$ cat config.mk
export PLATFORM = sky130hd
export DESIGN_NAME = acc_sched
export DESIGN_NICKNAME = d
export VERILOG_FILES = /design/src/rtl/acc_sched_pkg.sv /design/src/rtl/acc_sched_rr_arb.sv /design/src/rtl/acc_sched.sv
export SDC_FILE = /design/constraint.sdc
export NUM_CORES = 1
export LEC_CHECK = 0
export BUFFER_PORTS_ARGS = -buffer_cell sky130_fd_sc_hd__buf_2
export CAP_MARGIN = 40
export CORE_MARGIN = 4
export CORE_UTILIZATION = 30
export CTS_BUF_LIST = sky130_fd_sc_hd__clkbuf_8
export DETAILED_ROUTE_END_ITERATION = 10
export HOLD_SLACK_MARGIN = 0.15
export PLACE_DENSITY_LB_ADDON = 0.05
export SYNTH_ARGS = -nofsm -noshare
export SYNTH_HDL_FRONTEND = slang
export SYNTH_SLANG_ARGS = --single-unit
export TNS_END_PERCENT = 5
$ cat constraint.sdc
create_clock -name clk -period 8.5 [get_ports clk]
set_input_delay 1.275 -clock clk [delete_from_list [all_inputs] [get_ports clk]]
set_output_delay 1.275 -clock clk [all_outputs]
set_load 0.05 [all_outputs]
$ cat src/rtl/acc_sched_pkg.sv
// acc_sched_pkg: definitions shared by the accumulation scheduler and its arbiter.
// Holds the FSM state encoding, the default parameter values, the job
// counter width and the requester-index width function.
package acc_sched_pkg;

  localparam int DEF_DW   = 16;
  localparam int DEF_NREQ = 4;
  localparam int DEF_LEN  = 7;

  // LEN is at most 15, so a 4-bit sample counter is always wide enough
  localparam int CNT_W = 4;

  typedef enum logic [1:0] {
    S_IDLE = 2'd0,
    S_RUN  = 2'd1,
    S_DONE = 2'd2
  } state_t;

  // Width of a requester index; never below one bit
  function automatic int id_w(input int n);
    return (n <= 2) ? 1 : $clog2(n);
  endfunction

endpackage

$ cat src/rtl/acc_sched_rr_arb.sv
// rr_arb: combinational round-robin picker.
// The search starts at the index after last_id and wraps around, so the
// requester served most recently has the lowest priority.
// Ports:
//   pending   - per-requester pending bits
//   last_id   - index of the requester served most recently
//   win_oh    - one-hot winner (0 when nothing is pending)
//   win_idx   - index of the winner (0 when nothing is pending)
module rr_arb
  import acc_sched_pkg::*;
#(
  parameter int NREQ = DEF_NREQ,
  parameter int IW   = id_w(NREQ)
) (
  input  logic [NREQ-1:0] pending,
  input  logic [IW-1:0]   last_id,
  output logic [NREQ-1:0] win_oh,
  output logic [IW-1:0]   win_idx
);

  logic          w_found;
  logic [IW-1:0] w_cand;

  // NREQ is a power of two, so IW-bit addition wraps exactly at NREQ;
  // k == NREQ lands back on last_id itself as the final candidate.
  always_comb begin
    win_oh  = '0;
    win_idx = '0;
    w_found = 1'b0;
    w_cand  = '0;
    for (int k = 1; k <= NREQ; k++) begin
      w_cand = last_id + IW'(k);
      if (!w_found && pending[w_cand]) begin
        w_found         = 1'b1;
        win_idx         = w_cand;
        win_oh[w_cand]  = 1'b1;
      end
    end
  end

endmodule

$ cat src/rtl/acc_sched.sv
// acc_sched: round-robin scheduler that accumulates LEN samples from the
// granted requester's lane and reports the sum with the requester's index.
// Build option: define ACC_SCHED_SAT_EN for signed saturating accumulation;
// otherwise the sum wraps modulo 2^DW.
// Ports:
//   clk     - clock, rising edge
//   rst     - synchronous active-high reset
//   req     - per-requester one-cycle request pulse (latched as pending)
//   sdi     - sample lanes, lane i = sdi[i*DW +: DW]
//   grant   - one-hot lane consumed this cycle (0 outside RUN)
//   busy    - high in RUN and DONE
//   out     - last finished sum, held until the next result
//   out_id  - requester index belonging to out
//   finish  - one-cycle pulse when out/out_id update
//
// state  | meaning
// -------+---------------------------------------------------
// S_IDLE | waiting; picks round-robin winner when any pending
// S_RUN  | LEN cycles consuming the winner's lane into sum
// S_DONE | one cycle publishing sum/winner, updating last_id
module acc_sched
  import acc_sched_pkg::*;
#(
  parameter int DW   = DEF_DW,
  parameter int NREQ = DEF_NREQ,
  parameter int LEN  = DEF_LEN
) (
  input  logic                    clk,
  input  logic                    rst,
  input  logic [NREQ-1:0]         req,
  input  logic [NREQ*DW-1:0]      sdi,
  output logic [NREQ-1:0]         grant,
  output logic                    busy,
  output logic [DW-1:0]           out,
  output logic [id_w(NREQ)-1:0]   out_id,
  output logic                    finish
);

  localparam int IW = id_w(NREQ);

  state_t            r_state, w_next;
  logic [NREQ-1:0]   r_pending;
  logic [IW-1:0]     r_last_id;
  logic [IW-1:0]     r_idx;
  logic [NREQ-1:0]   r_oh;
  logic [CNT_W-1:0]  r_cnt;
  logic [DW-1:0]     r_sum;

  logic              w_any;
  logic [NREQ-1:0]   w_win_oh;
  logic [IW-1:0]     w_win_idx;
  logic [NREQ-1:0]   w_clr;
  logic [DW-1:0]     w_lane;
  logic [DW-1:0]     w_sum_nxt;

  rr_arb #(.NREQ(NREQ), .IW(IW)) u_arb (
    .pending (r_pending),
    .last_id (r_last_id),
    .win_oh  (w_win_oh),
    .win_idx (w_win_idx)
  );

  assign w_any  = |r_pending;
  assign w_clr  = (r_state == S_IDLE && w_any) ? w_win_oh : '0;
  assign w_lane = sdi[int'(r_idx)*DW +: DW];

`ifdef ACC_SCHED_SAT_EN
  logic [DW-1:0] w_raw;
  logic          w_ovf;
  assign w_raw = r_sum + w_lane;
  // Overflow only when both operands share a sign the result does not
  assign w_ovf = (r_sum[DW-1] == w_lane[DW-1]) && (w_raw[DW-1] != r_sum[DW-1]);
  assign w_sum_nxt = !w_ovf        ? w_raw :
                     r_sum[DW-1]   ? {1'b1, {(DW-1){1'b0}}} :
                                     {1'b0, {(DW-1){1'b1}}};
`else
  assign w_sum_nxt = r_sum + w_lane;
`endif

  always_ff @(posedge clk) begin
    if (rst) r_state <= S_IDLE;
    else     r_state <= w_next;
  end

  always_comb begin
    w_next = r_state;
    grant  = '0;
    busy   = 1'b0;
    case (r_state)
      S_IDLE: if (w_any) w_next = S_RUN;
      S_RUN: begin
        grant = r_oh;
        busy  = 1'b1;
        if (r_cnt == CNT_W'(LEN-1)) w_next = S_DONE;
      end
      S_DONE: begin
        busy   = 1'b1;
        w_next = S_IDLE;
      end
      default: w_next = S_IDLE;
    endcase
  end

  always_ff @(posedge clk) begin
    if (rst) begin
      r_pending <= '0;
      r_last_id <= IW'(NREQ-1);
      r_idx     <= '0;
      r_oh      <= '0;
      r_cnt     <= '0;
      r_sum     <= '0;
      out       <= '0;
      out_id    <= '0;
      finish    <= 1'b0;
    end else begin
      finish    <= 1'b0;
      // a new pulse wins over the grant clear in the same cycle
      r_pending <= (r_pending & ~w_clr) | req;
      case (r_state)
        S_IDLE: begin
          r_sum <= '0;
          r_cnt <= '0;
          if (w_any) begin
            r_idx <= w_win_idx;
            r_oh  <= w_win_oh;
          end
        end
        S_RUN: begin
          r_sum <= w_sum_nxt;
          r_cnt <= r_cnt + 1'b1;
        end
        S_DONE: begin
          out       <= r_sum;
          out_id    <= r_idx;
          finish    <= 1'b1;
          r_last_id <= r_idx;
          r_cnt     <= '0;
        end
        default: ;
      endcase
    end
  end

endmodule

==> flow_metrics.tcl <==
set metrics [dict create \
    outcome "finished clean" \
    final_antenna_net_count 0 \
    syn_nets 516 \
    initial_core_util_pct 30.8 \
    hold_violations 0 \
    io_buffers 93 \
    synthFlopType "dfxtp_1" \
    ios 94 \
    cp-end-kind "register" \
    whs_endpoint "r_oh[1]" \
    grt_pass1_wl_mm 17.1 \
    grt_setup_unrepaired "no" \
    r2r-start "r_idx[0]" \
    drcViolationCount 0 \
    worstHoldStart "r_oh[1]" \
    overflow 0 \
    root_buffer "clkbuf_8" \
    multi_input_comb_area_mm2 0.00248 \
    cts.sinks 53 \
    async_flop_share_pct 0 \
    synth_edf_count 0 \
    r2r_cells 9 \
    drv_slew 0 \
    leakagePower_nw 1.92 \
    seq_area_mm2 0.00106 \
    startpoint_type "input port" \
    wl_per_cell_um 16.0 \
    total_power_w 0.00142 \
    drtIter0Drc 128 \
    yosysWarnings 0 \
    holdPathStages 2 \
    area_growth_pct 19.7 \
    r2r_setup_slack_ps 5090 \
    cap_violations 0 \
    clock_skew_ps 8.48 \
    nets 595 \
    synth_seq_cells 53 \
    whs_ps 461 \
    clk_pin_slew_worst_paths_ps 110 \
    num_vias 3348 \
    core_area_mm2 0.0121 \
    antenna_cells 0 \
    htree_num_levels 2 \
    ir_drop_mv 0.140 \
    fmax_mhz 279 \
    place_ws_ps 4570 \
    finalSetupTns_ps 0 \
    r2r-end "r_sum[15]" \
    dieArea_mm2 0.0142 \
    synthTopCellsByArea "dfxtp_1 (29%), mux4_2 (11%), ha_1 (9.8%)" \
    grt_max_degree 52 \
    place.gp.congestion 0.828 \
    postCtsHoldBufs 0 \
    fin_crit_sh_pct 42.1 \
    crit_arrival_ps 3840 \
    cts_tree "built" \
    viasPerCell 5.04 \
    detailed_place_hpwl_mm 7.70 \
    worst_pin_slew_ps 821 \
    antenna_found_initial 0 \
    syn_inst 416 \
    first_pass_iters 4 \
    setup_violations 0 \
    yosysSeqAreaShare_pct 28.6 \
    yosys-top-cells-count "dfxtp_1 (53), nor2_1 (48), a21oi_1 (29), ha_1 (29), o21ai_0 (25)" \
    power_density_mw_per_mm2 319 \
    grt_pass1_vias 3365 \
    syn_area_mm2 0.00371 \
    cp.required_ps 8760 \
    path_class "in2reg" \
    die_h_um 119 \
    cts_made_buffers 5 \
    clk_latency_ps 330 \
    critPathMaxFanout 3 \
    period_needed_ps 3580 \
    syn_area_per_cell_um2 8.93 \
    synth.top_cell.area_share_pct 28.6 \
    timing.final.ws_setup_ps 4920 \
    clk_path_buf_depth 2 \
    n_fill_cell 1250 \
    relSlewSlack_pct 45.3 \
    track_usage_pct 15.1 \
    dieWidth_um 119 \
    drt_wl_total_mm 10.6 \
    cts_setup_buffers 0 \
    synth_top_area_cell "dfxtp_1" \
    drive_gt1_share_pct 27.0 \
    synth.distinct_cells 54 \
    hold_class "reg2reg" \
    cts_resized 0 \
    synth_most_common_cell "dfxtp_1" \
    row_count 40 \
]
==> metal layers <==
metal	up-vias	routed length, um	global-route usage [%]
met5	-	0	0
met1	1584	5020	19.4
li1	1678	-	-
met4	0	136	4.78
met2	74	4940	25.5
met3	12	504	2.80
==> critical path, stage by stage <==
cell	delay [ps]
buf_2	100
mux4_2	450
ha_1	230
fa_1	430
a211oi_1	400
o21ai_0	210
a31oi_1	260
o21ai_0	140
xnor2_1	150
o31ai_1	180
==> area by class of cell <==
cell class	count	share of cell area, %
Multi-Input combinational cell	322	55.7
Clock buffer	5	1.55
Timing Repair Buffer	99	11.5
Tap cell	168	4.73
Inverter	14	1.18
Clock inverter	3	1.46
Sequential cell	53	23.9
==> sequential cells by signal, indices dropped and copies added (netlist names), 4 cells and up <==
register and count:
r_pending 4, r_oh 4, r_sum 16, out 16, r_cnt 4
==> report_power, final <==
part | internal [W] | switching (W) | total (W)
Clock | 0.000117 | 0.0000965 | 0.000214
Sequential | 0.000307 | 0.0000703 | 0.000378
Combinational | 0.000333 | 0.000492 | 0.000826
Total | 0.000758 | 0.000659 | 0.00142
==> stage by stage <==
stage / util (%) / area (um^2) / std cells
global route: 36.9 / 4450 / 664
floorplan: - / 3710 / 416
finish: 36.9 / 4450 / 664
detailed placement: 35.7 / 4310 / 656
CTS: 36.9 / 4450 / 664
global placement: 35.7 / 4310 / 656
==> placed cells by master, fill, tap and decap left out, drive strengths merged, types with 3 or more instances in the layout <==
cell and n:
mux4 18, clkbuf 5, nand2b 5, o41ai 4, a21o 8, xnor2 6
o21ai 29, a211oi 7, xor2 5, nor3b 9, a41oi 4, a31oi 5
nand2 23, inv 14, nand3 12, buf 99, dfxtp 53, nor2 48
nor3 5, and2 12, and3 3, mux2i 17, a21oi 29, ha 29
nor2b 7, o211ai 4
==> worst max path at each step <==
| stage | start | end | slack (ps) | cells after the start |
|---|---|---|---|---|
| after detailed placement | sdi[48] | r_sum[12] | 4570 | 10 |
| after floorplan | sdi[48] | r_sum[12] | 5000 | 9 |
| after global placement | sdi[48] | r_sum[12] | 4630 | 10 |
| after CTS | sdi[48] | r_sum[12] | 4940 | 10 |
| final | sdi[48] | r_sum[12] | 4920 | 10 |
| after global routing | sdi[48] | r_sum[8] | 4700 | 9 |
==> cells by family after synthesis <==
| family | count (synthesis) | share of synthesized area, % |
|---|---|---|
| multiplexers | 37 | 16.1 |
| AND/OR/NAND/NOR | 135 | 18.1 |
| adder cells (fa/ha/maj) | 30 | 10.3 |
| flip-flops | 53 | 28.6 |
| buffers and inverters | 41 | 4.72 |
| AO/OA/AOI/OAI | 109 | 19.6 |
| XOR/XNOR | 11 | 2.59 |
No activity file was read; power rests on OpenSTA's default activity.
